--- src/rtl/instr_fetch_mem_pkg.sv ---
// Shared types and constants for the TinyChip instruction memory.
// The optional per-word parity feature is selected with IMEM_PARITY_EN.
package imem_pkg;

    typedef enum logic {
        RUN  = 1'b0,
        LOAD = 1'b1
    } imem_state_e;

    // Widest word the parity helper accepts; narrower words are zero-extended.
    localparam int PARITY_MAX_W = 64;

    // Default NOP and the two-word boot image present after elaboration.
    localparam logic [8:0] IMEM_NOP_DEFAULT = 9'h000;
    localparam logic [8:0] IMEM_IMG_WORD0   = 9'h10F;
    localparam logic [8:0] IMEM_IMG_WORD1   = 9'h1AB;

    // Even parity bit: makes the total number of ones (word + bit) even.
    // Zero-extension does not change the result.
    function automatic logic even_parity(input logic [PARITY_MAX_W-1:0] word);
        return ^word;
    endfunction

endpackage

--- src/rtl/instr_fetch_mem_array.sv ---
// Instruction storage: one synchronous write port and one registered read
// port. Contents start from the elaboration-time image and survive reset.
module imem_array
    import imem_pkg::*;
#(
    parameter int               W      = 9,
    parameter int               DEPTH  = 256,
    parameter int               ADDR_W = $clog2(DEPTH),
    parameter logic [W-1:0]     INIT0  = '0,
    parameter logic [W-1:0]     INIT1  = '0,
    parameter logic [W-1:0]     FILL   = '0
) (
    input  logic              i_clk,
    input  logic              i_we,
    input  logic [ADDR_W-1:0] i_waddr,
    input  logic [W-1:0]      i_wdata,
    input  logic              i_re,
    input  logic [ADDR_W-1:0] i_raddr,
    output logic [W-1:0]      o_rdata
);

    logic [W-1:0] r_mem [DEPTH] = '{0: INIT0, 1: INIT1, default: FILL};
    logic [W-1:0] r_rdata;

    // Write the addressed word and capture the read word; callers only
    // present in-range addresses.
    // NOTE: the array and read register have no reset on purpose -- a reset
    // would force the storage into flops and would wipe a loaded program.
    always_ff @(posedge i_clk) begin
        if (i_we) begin
            r_mem[i_waddr] <= i_wdata;
        end
        if (i_re) begin
            r_rdata <= r_mem[i_raddr];
        end
    end

    assign o_rdata = r_rdata;

endmodule

--- src/rtl/instr_fetch_mem.sv ---
// Loadable instruction memory for the TinyChip fetch stage: registered
// one-per-cycle fetch with stall hold, plus a valid/ready program loader.
// Define IMEM_PARITY_EN to store and check an even-parity bit per word.
module instr_fetch_mem
    import imem_pkg::*;
#(
    parameter int                   INSTR_W  = 9,
    parameter int                   DEPTH    = 256,
    parameter int                   ADDR_W   = $clog2(DEPTH),
    parameter logic [INSTR_W-1:0]   NOP_WORD = INSTR_W'(IMEM_NOP_DEFAULT)
) (
    input  logic               i_clk,
    input  logic               i_reset,
    input  logic               i_fetch_req,
    input  logic [ADDR_W-1:0]  i_fetch_addr,
    input  logic               i_stall,
    output logic [INSTR_W-1:0] o_instr,
    output logic               o_instr_valid,
    output logic               o_addr_err,
    input  logic               i_load_start,
    input  logic               i_load_valid,
    input  logic [INSTR_W-1:0] i_load_data,
    input  logic               i_load_last,
    output logic               o_load_ready,
    output logic               o_load_done,
    output logic               o_parity_err
);

`ifdef IMEM_PARITY_EN
    localparam int MEM_W = INSTR_W + 1;
    localparam logic [INSTR_W-1:0] L_W0 = INSTR_W'(IMEM_IMG_WORD0);
    localparam logic [INSTR_W-1:0] L_W1 = INSTR_W'(IMEM_IMG_WORD1);
    localparam logic [MEM_W-1:0] L_INIT0 = {even_parity(PARITY_MAX_W'(L_W0)), L_W0};
    localparam logic [MEM_W-1:0] L_INIT1 = {even_parity(PARITY_MAX_W'(L_W1)), L_W1};
    localparam logic [MEM_W-1:0] L_FILL  = {even_parity(PARITY_MAX_W'(NOP_WORD)), NOP_WORD};
`else
    localparam int MEM_W = INSTR_W;
    localparam logic [MEM_W-1:0] L_INIT0 = INSTR_W'(IMEM_IMG_WORD0);
    localparam logic [MEM_W-1:0] L_INIT1 = INSTR_W'(IMEM_IMG_WORD1);
    localparam logic [MEM_W-1:0] L_FILL  = NOP_WORD;
`endif

    imem_state_e        r_state;
    logic [ADDR_W-1:0]  r_ptr;
    logic               r_load_ready;
    logic               r_load_done;
    logic               r_instr_valid;
    logic               r_addr_err;
    logic               r_nop;          // instr shows NOP_WORD instead of read data

    logic               w_oob;
    logic               w_rd_en;
    logic               w_wr_en;
    logic [ADDR_W-1:0]  w_wr_addr;
    logic               w_last_word;
    logic [MEM_W-1:0]   w_wdata;
    logic [MEM_W-1:0]   w_rdata;

    assign w_oob       = (32'(i_fetch_addr) >= DEPTH);
    assign w_rd_en     = (r_state == RUN) && !i_load_start && !i_stall
                         && i_fetch_req && !w_oob;
    assign w_wr_en     = (r_state == LOAD) && i_load_valid;
    // A restart in LOAD sends the same-cycle word to address 0.
    assign w_wr_addr   = i_load_start ? '0 : r_ptr;
    assign w_last_word = i_load_last || (32'(w_wr_addr) == DEPTH - 1);

    imem_array #(
        .W      (MEM_W),
        .DEPTH  (DEPTH),
        .ADDR_W (ADDR_W),
        .INIT0  (L_INIT0),
        .INIT1  (L_INIT1),
        .FILL   (L_FILL)
    ) u_array (
        .i_clk   (i_clk),
        .i_we    (w_wr_en),
        .i_waddr (w_wr_addr),
        .i_wdata (w_wdata),
        .i_re    (w_rd_en),
        .i_raddr (i_fetch_addr),
        .o_rdata (w_rdata)
    );

    // RUN/LOAD controller: load pointer, handshake outputs and fetch status.
    // NOTE: state uses non-blocking assignments so every register samples
    // the pre-edge values, independent of statement order.
    always_ff @(posedge i_clk or posedge i_reset) begin
        if (i_reset) begin
            r_state       <= RUN;
            r_ptr         <= '0;
            r_load_ready  <= 1'b0;
            r_load_done   <= 1'b0;
            r_instr_valid <= 1'b0;
            r_addr_err    <= 1'b0;
            r_nop         <= 1'b1;
        end else begin
            r_load_done <= 1'b0;
            if (r_state == LOAD) begin
                if (w_wr_en && w_last_word) begin
                    r_state      <= RUN;
                    r_ptr        <= '0;
                    r_load_ready <= 1'b0;
                    r_load_done  <= 1'b1;
                end else if (w_wr_en) begin
                    r_ptr <= w_wr_addr + ADDR_W'(1);
                end else if (i_load_start) begin
                    r_ptr <= '0;
                end
            end else if (i_load_start) begin
                r_state       <= LOAD;
                r_ptr         <= '0;
                r_load_ready  <= 1'b1;
                r_instr_valid <= 1'b0;
                r_addr_err    <= 1'b0;
                r_nop         <= 1'b1;
            end else if (!i_stall) begin
                r_instr_valid <= i_fetch_req;
                r_addr_err    <= i_fetch_req && w_oob;
                if (i_fetch_req) begin
                    r_nop <= w_oob;
                end
            end
        end
    end

`ifdef IMEM_PARITY_EN
    assign w_wdata      = {even_parity(PARITY_MAX_W'(i_load_data)), i_load_data};
    assign o_instr      = r_nop ? NOP_WORD : w_rdata[INSTR_W-1:0];
    assign o_parity_err = r_instr_valid && !r_nop && (^w_rdata);
`else
    assign w_wdata      = i_load_data;
    assign o_instr      = r_nop ? NOP_WORD : w_rdata;
    assign o_parity_err = 1'b0;
`endif

    assign o_instr_valid = r_instr_valid;
    assign o_addr_err    = r_addr_err;
    assign o_load_ready  = r_load_ready;
    assign o_load_done   = r_load_done;

endmodule

--- config.mk ---
export PLATFORM = sky130hd
export DESIGN_NAME = instr_fetch_mem
export DESIGN_NICKNAME = d
export VERILOG_FILES = /design/src/rtl/instr_fetch_mem_pkg.sv /design/src/rtl/instr_fetch_mem_array.sv /design/src/rtl/instr_fetch_mem.sv
export SDC_FILE = /design/constraint.sdc
export NUM_CORES = 2
export LEC_CHECK = 0
export ABC_AREA = 1
export CAP_MARGIN = 25
export CORE_MARGIN = 4
export CORE_UTILIZATION = 30
export CTS_BUF_LIST = sky130_fd_sc_hd__clkbuf_4 sky130_fd_sc_hd__clkbuf_8 sky130_fd_sc_hd__clkbuf_16
export CTS_CLUSTER_DIAMETER = 60
export DETAILED_ROUTE_END_ITERATION = 10
export GPL_TIMING_DRIVEN = 1
export SYNTH_ARGS = -nofsm -noshare
export SYNTH_HDL_FRONTEND = slang
export SYNTH_SLANG_ARGS = --single-unit
--- constraint.sdc ---
create_clock -name i_clk -period 2.6 [get_ports i_clk]
set_input_delay 0.65 -clock i_clk [delete_from_list [all_inputs] [get_ports i_clk]]
set_output_delay 0.65 -clock i_clk [all_outputs]
set_load 0.01 [all_outputs]
# Word-level counts from Yosys, hierarchy flattened
# Memories as Yosys holds them, arrays and structs flattened. A register that Yosys moved wholly into a read port is not among the register bits.
# Index checks and enable logic that the tools add are counted.
[op_classes]
n_addsub = 1
div_mod_pow = 0
shift = 0
mux = 22
n_lt_le_gt_ge = 0
reduce_logical = 13
n_mul = 0
eq_ne = 3
n_bitwise = 1
[ops]
columns = ["op", "n"]
rows = [
  ["two-way mux 8 bit", 4],
  ["two-way mux 1 bit", 17],
  ["two-way mux 9 bit", 1],
  ["adder 8 x 1 -> 8 bit (second input constant)", 1],
  ["equality test 8 bit (second input constant)", 1],
  ["logical AND 1 bit", 5],
  ["inequality test 2 x 1 -> 1 bit (second input constant)", 2],
  ["AND reduction 2 bit", 2],
  ["nonzero test 2 bit", 2],
  ["AND reduction 3 bit", 1],
  ["zero test 1 bit", 2],
  ["logical OR 1 bit", 1],
  ["NOT 1 bit", 1],
]
[totals]
mem_bits_ro = 0
latch_bits = 0
ram_bits = 2304
regBits = 14
in_bits = 24
n_memories = 1
out_inout_bits = 14
[memory_table]
columns = ["name", "words", "word_bits", "read_ports", "rd_ports_with_merged_regs", "wr", "line_no", "source"]
rows = [
  ["u_array.r_mem", 256, 9, 1, 1, 1, "instr_fetch_mem_array.sv:22", "logic [W-1:0] r_mem [DEPTH] = '{0: INIT0, 1: INIT1, default: FILL};"],
]

# Depth between registers and ports, before layout
[logic_depth]
depth_word = 6
ltp_mapped = 15

# Hierarchy
# From an unflattened synthesis, not the netlist that was laid out.
[unflattened]
hier_cells = 7939
hier_area_um2 = 94423.1
[by_module_without_submodules]
columns = ["mod", "instances", "cells_per_inst", "area_each_um2"]
rows = [
  ["imem_array", 1, 7826, 93609.8],
  ["instr_fetch_mem", 1, 113, 813.3],
]

# Worst setup path after synthesis
# No wires, ideal clock.
[synth_path]
path_type = "input to register"
from = "input i_load_start"
to = "memory u_array.r_mem[109][0], enable pin"
stages = 8
slack_ns = -0.041
required_time_ns = 2.226
setup_time_ns = 0.374
arrival_time_ns = 2.267
cell_sequence = "buf_2 -> nor2_1 -> ha_1 -> inv_1 -> nor2_1 -> nand3_1 -> clkbuf_1 -> nor2_1"
[synth_between]
elab_chain_cells = 1
[synth_lines]
columns = ["element", "line_no", "source"]
rows = [
  ["start: declaration", "instr_fetch_mem.sv:20", "input logic i_load_start,"],
  ["two-way mux 8 bit", "--", ""],
  ["end: declaration", "instr_fetch_mem_array.sv:22", ""],
]
# No other way between the ends.

# Worst setup path after layout
[layout_path]
from = "register r_nop"
to = "output o_instr[3]"
[layout_between]
elab_chain_cells = 1
[layout_lines]
columns = ["element", "line_no", "source"]
rows = [
  ["start: declaration", "instr_fetch_mem.sv:49", "logic r_nop;"],
  ["start signal: assignment", "instr_fetch_mem.sv:120", "r_nop <= w_oob;"],
  ["two-way mux 9 bit", "instr_fetch_mem.sv:132", "assign o_instr = r_nop ? NOP_WORD : w_rdata;"],
  ["end: declaration", "instr_fetch_mem.sv:17", "output logic [INSTR_W-1:0] o_instr,"],
]
# No other way between the ends.

==> results.rst <==
.. list-table::
   :header-rows: 1

   * - Metric
     - Value
   * - Status
     - finished, final reports clean
   * - Maximum ir drop on the vdd rail
     - 0.000724 V
   * - Cell count after synthesis
     - 7881
   * - Sinks on Clock Net
     - 2326
   * - Gp weighted congestion
     - 0.946
   * - Sequential-to-total area share from yosys stat
     - 0.741
   * - Clock tree buffer depth
     - 3
   * - Y dimension of the die
     - 568 um
   * - Clock tree root buffer cell
     - sky130_fd_sc_hd__clkbuf_16
   * - Number of nets with antenna violations after detailed routing
     - 0
   * - Top-Level Pins
     - 38
   * - Maximum number of pins on one net before global-route repair
     - 73
   * - Via density
     - 5.01
   * - Pre-antenna DRT Iters
     - 6
   * - DRC marker count from the first detailed-route iteration
     - 8191
   * - Area added between synthesis and finish
     - 21.0%
   * - Hold bufs inserted after CTS
     - 0
   * - Fillcell total
     - 29600
   * - Warnings from Yosys
     - 0
   * - Total power of the final layout
     - 0.0814 W
   * - Crit share post-route
     - 0.973
   * - Max-slew violations
     - 0
   * - Class of the most critical hold timing path
     - input pin to async pin
   * - Die area
     - 0.323 mm2
   * - Number of H-tree levels
     - 4
   * - Worst path setup slack after routing
     - 0.0699 ns
   * - Most used standard cell by instance count after synthesis
     - sky130_fd_sc_hd__nand2_1
   * - Slowest-stage cell, CP
     - sky130_fd_sc_hd__dfstp_2
   * - Kind of end point of the critical path
     - output pin
   * - Slowest Stage Delay on Critical Path
     - 0.59 ns
   * - Kind of critical path
     - register to output pin
   * - Timing-limited maximum frequency
     - 0.395 GHz
   * - Power density over the cells
     - 714 mW/mm2
   * - Endpoint arrival time on the critical path
     - 1.88 ns
   * - DRC
     - 0
   * - Type of element launching the critical path
     - register
   * - Final count of negative-setup-slack endpoints
     - 0
   * - Unrepaired setup endpoints after global routing
     - false
   * - Top Family by Delay on Critical Path
     - flip-flops
   * - Total of buffers placed on input and output ports
     - 35
   * - Critical Path Fanout Max
     - 7
   * - Final wirelength
     - 278000 um
   * - Dominant cell type by area after synthesis
     - sky130_fd_sc_hd__edfxtp_1
   * - Cell-by-cell listing of the critical path
     - buf_4 -> nor2_1 -> clkdlybuf4s15_1
   * - Final period demand of the worst path
     - 2.53 ns
   * - Antenna violations before repair
     - 7
   * - Setup slack at placement
     - -0.649 ns
   * - Mean instance size in the synthesized netlist
     - 12.0 um2
   * - CTS tree
     - done
   * - Largest cells by area after synthesis
     - sky130_fd_sc_hd__edfxtp_1 (74%), sky130_fd_sc_hd__nand3_1 (12%), sky130_fd_sc_hd__nand2_1 (9.5%)
   * - Insertion delay of the later-clocked pin in the worst-skew pair
     - 0.89 ns
   * - Number of rows created at floorplan
     - 205
   * - Total congestion overflow after global routing
     - 0
   * - Max-slew headroom
     - 0.430
   * - Overall Global Routing Usage
     - 0.167
   * - Horiz. Die Dim
     - 568 um
   * - FFs w/ async S/R, synth
     - 0.00559
   * - Measured slew at the worst slew-check pin
     - 0.855 ns
   * - Number of nets in the finished design
     - 8521
   * - Via count of the first global-routing pass
     - 62600
   * - List of most frequent post-synthesis cells
     - sky130_fd_sc_hd__nand2_1 (2391), sky130_fd_sc_hd__edfxtp_1 (2313), sky130_fd_sc_hd__nand3_1 (2272)
   * - Clock-pin transition on the worst setup and hold timing paths
     - 0.06 ns
   * - Global-route wire length before repair
     - 408000 um
   * - Final hold violations
     - 0
   * - Number of synthesized register bits
     - 2326
   * - Vias after detailed routing
     - 64300
   * - DR WL/cell
     - 21.6 um
   * - Setup slack, reg-to-reg
     - 0.37 ns
   * - Maximum capacitance violations
     - 0
   * - Count of flip-flops with a built-in enable after synthesis
     - 2313
   * - Total leakage power
     - 40.7 nW
   * - Post-Synthesis Cell Area
     - 0.0942 mm2
   * - Main flop type after synthesis
     - sky130_fd_sc_hd__edfxtp_1
   * - Number of buffers inserted during clock tree synthesis
     - 234
   * - Sum of buffers and inverters on the critical path
     - 2
   * - Count of cell types in the netlist
     - 28
   * - Worst EP required
     - 1.95 ns
   * - Layout cell share with drive strength beyond 1
     - 0.150
   * - Initial Utilization
     - 0.302
   * - Clock skew
     - 0.0551 ns
   * - Detailed placement HPWL
     - 180000 um
   * - Placeable core region
     - 0.312 mm2
   * - Fraction of post-synthesis cell area in the top cell type by area
     - 0.737
stage by stage:
step / utilization / cells / instance area, um2 / hold WS, ns / setup TNS (ns)
5_1_grt: 0.365 / 12800 / 114000 / 0.113 / 0
4_1_cts: 0.365 / 12800 / 114000 / 0.101 / 0
3_5_place_dp: 0.340 / 12400 / 106000 / 0.514 / -863.35
3_3_place_gp: 0.340 / 12400 / 106000 / 0.510 / -876.76
2_1_floorplan: - / 7882 / 94200 / 0.526 / -3.68
6_report: 0.365 / 12800 / 114000 / 0.154 / 0
layer usage:
metal	global-route usage	vias to the layer above	part of all wire
met5	0	-	0.000025
met4	0.0629	2	0.040
met3	0.0328	547	0.087
met2	0.269	2881	0.47
met1	0.223	31500	0.41
li1	-	29300	-
cells in the final DEF, fill, tap and decap left out, types with 4 or more instances in the layout:
master and count:
sky130_fd_sc_hd__nand2_1 2379, sky130_fd_sc_hd__edfxtp_1 2313, sky130_fd_sc_hd__nand3_1 2269, sky130_fd_sc_hd__buf_4 693, sky130_fd_sc_hd__nor2_1 286, sky130_fd_sc_hd__clkbuf_16 235, sky130_fd_sc_hd__buf_12 188, sky130_fd_sc_hd__clkinv_2 55
sky130_fd_sc_hd__clkinv_1 51, sky130_fd_sc_hd__clkbuf_4 40, sky130_fd_sc_hd__inv_1 34, sky130_fd_sc_hd__bufinv_16 25, sky130_fd_sc_hd__nand2_2 13, sky130_fd_sc_hd__buf_8 12, sky130_fd_sc_hd__dfrtp_1 12, sky130_fd_sc_hd__clkdlybuf4s50_1 11
sky130_fd_sc_hd__clkinvlp_4 8, sky130_fd_sc_hd__inv_6 7, sky130_fd_sc_hd__inv_16 6, sky130_fd_sc_hd__nor3_1 6, sky130_fd_sc_hd__dlygate4sd2_1 5, sky130_fd_sc_hd__clkinv_16 4, sky130_fd_sc_hd__clkdlybuf4s15_1 4
cell families (layout without fill, tap and decap cells):
| family | after synthesis | count (layout) | synth area share |
|---|---|---|---|
| compound gates | 11 | 11 | 0.000744 |
| fa+ha+maj | 2 | 2 | 0.000266 |
| simple gates | 4961 | 4961 | 0.228 |
| flops | 2326 | 2326 | 0.741 |
| other cells | 1 | 5 | 0.0000398 |
| buf+inv | 580 | 1390 | 0.0300 |
flip-flops by register name (all words and copies together), names as in the netlist:
| register | cells |
|---|---|
| o_instr_valid | 1 |
| o_load_done | 1 |
| o_load_ready | 1 |
| r_nop | 1 |
| r_ptr | 8 |
| r_state | 1 |
| u_array.o_rdata | 9 |
| u_array.r_mem | 2304 |
what timing repair did:
action,4_1_cts,5_1_grt
endpoints found under the hold margin,0,0
resized for setup,13,0
endpoints found under the setup margin,9,0
setup buffers,2,0
final timing paths:
| check | cells after the start | endpoint | startpoint |
|---|---|---|---|
| worst max-delay path | 3 | o_instr[3] | r_nop |
| worst min-delay path | 2 | r_ptr[4] | i_reset |
| worst max register to register | 11 | u_array.r_mem[106][8] | r_ptr[0] |
| worst min register to register | 2 | o_load_ready | o_load_ready |
| max in group asynchronous | 2 | r_ptr[7] | i_reset |
| min in group i_clk | 1 | u_array.r_mem[205][3] | i_load_data[3] |
worst reg2reg max path, stage by stage (launching register included):
cell and delay, ns:
sky130_fd_sc_hd__dfrtp_1 0.36, sky130_fd_sc_hd__inv_1 0.08, sky130_fd_sc_hd__nor2_1 0.08, sky130_fd_sc_hd__inv_1 0.10
sky130_fd_sc_hd__ha_1 0.16, sky130_fd_sc_hd__inv_1 0.04, sky130_fd_sc_hd__nor2_1 0.13, sky130_fd_sc_hd__buf_4 0.17
sky130_fd_sc_hd__nand2_2 0.09, sky130_fd_sc_hd__buf_4 0.24, sky130_fd_sc_hd__nor2_1 0.26, sky130_fd_sc_hd__buf_4 0.20
area by class of cell:
type                       count  area (um2)  area share
tap                         4140        5180      0.0455
clock inverter               158        1620      0.0142
clock buffer                 275        6180      0.0542
antenna                        3        7.51   0.0000659
multi-input combinational   4976       21600       0.190
timing repair buffer         915        9360      0.0821
sequential                  2326       69800       0.612
inverter                      42         200     0.00176
where the power goes:
group / switching [W] / total (W) / internal, W
Clock: 0.0144 / 0.0340 / 0.0195
Combinational: 0.00412 / 0.00602 / 0.00190
Sequential: 0.0000605 / 0.0414 / 0.0413
(Power assumes the default switching activity.)
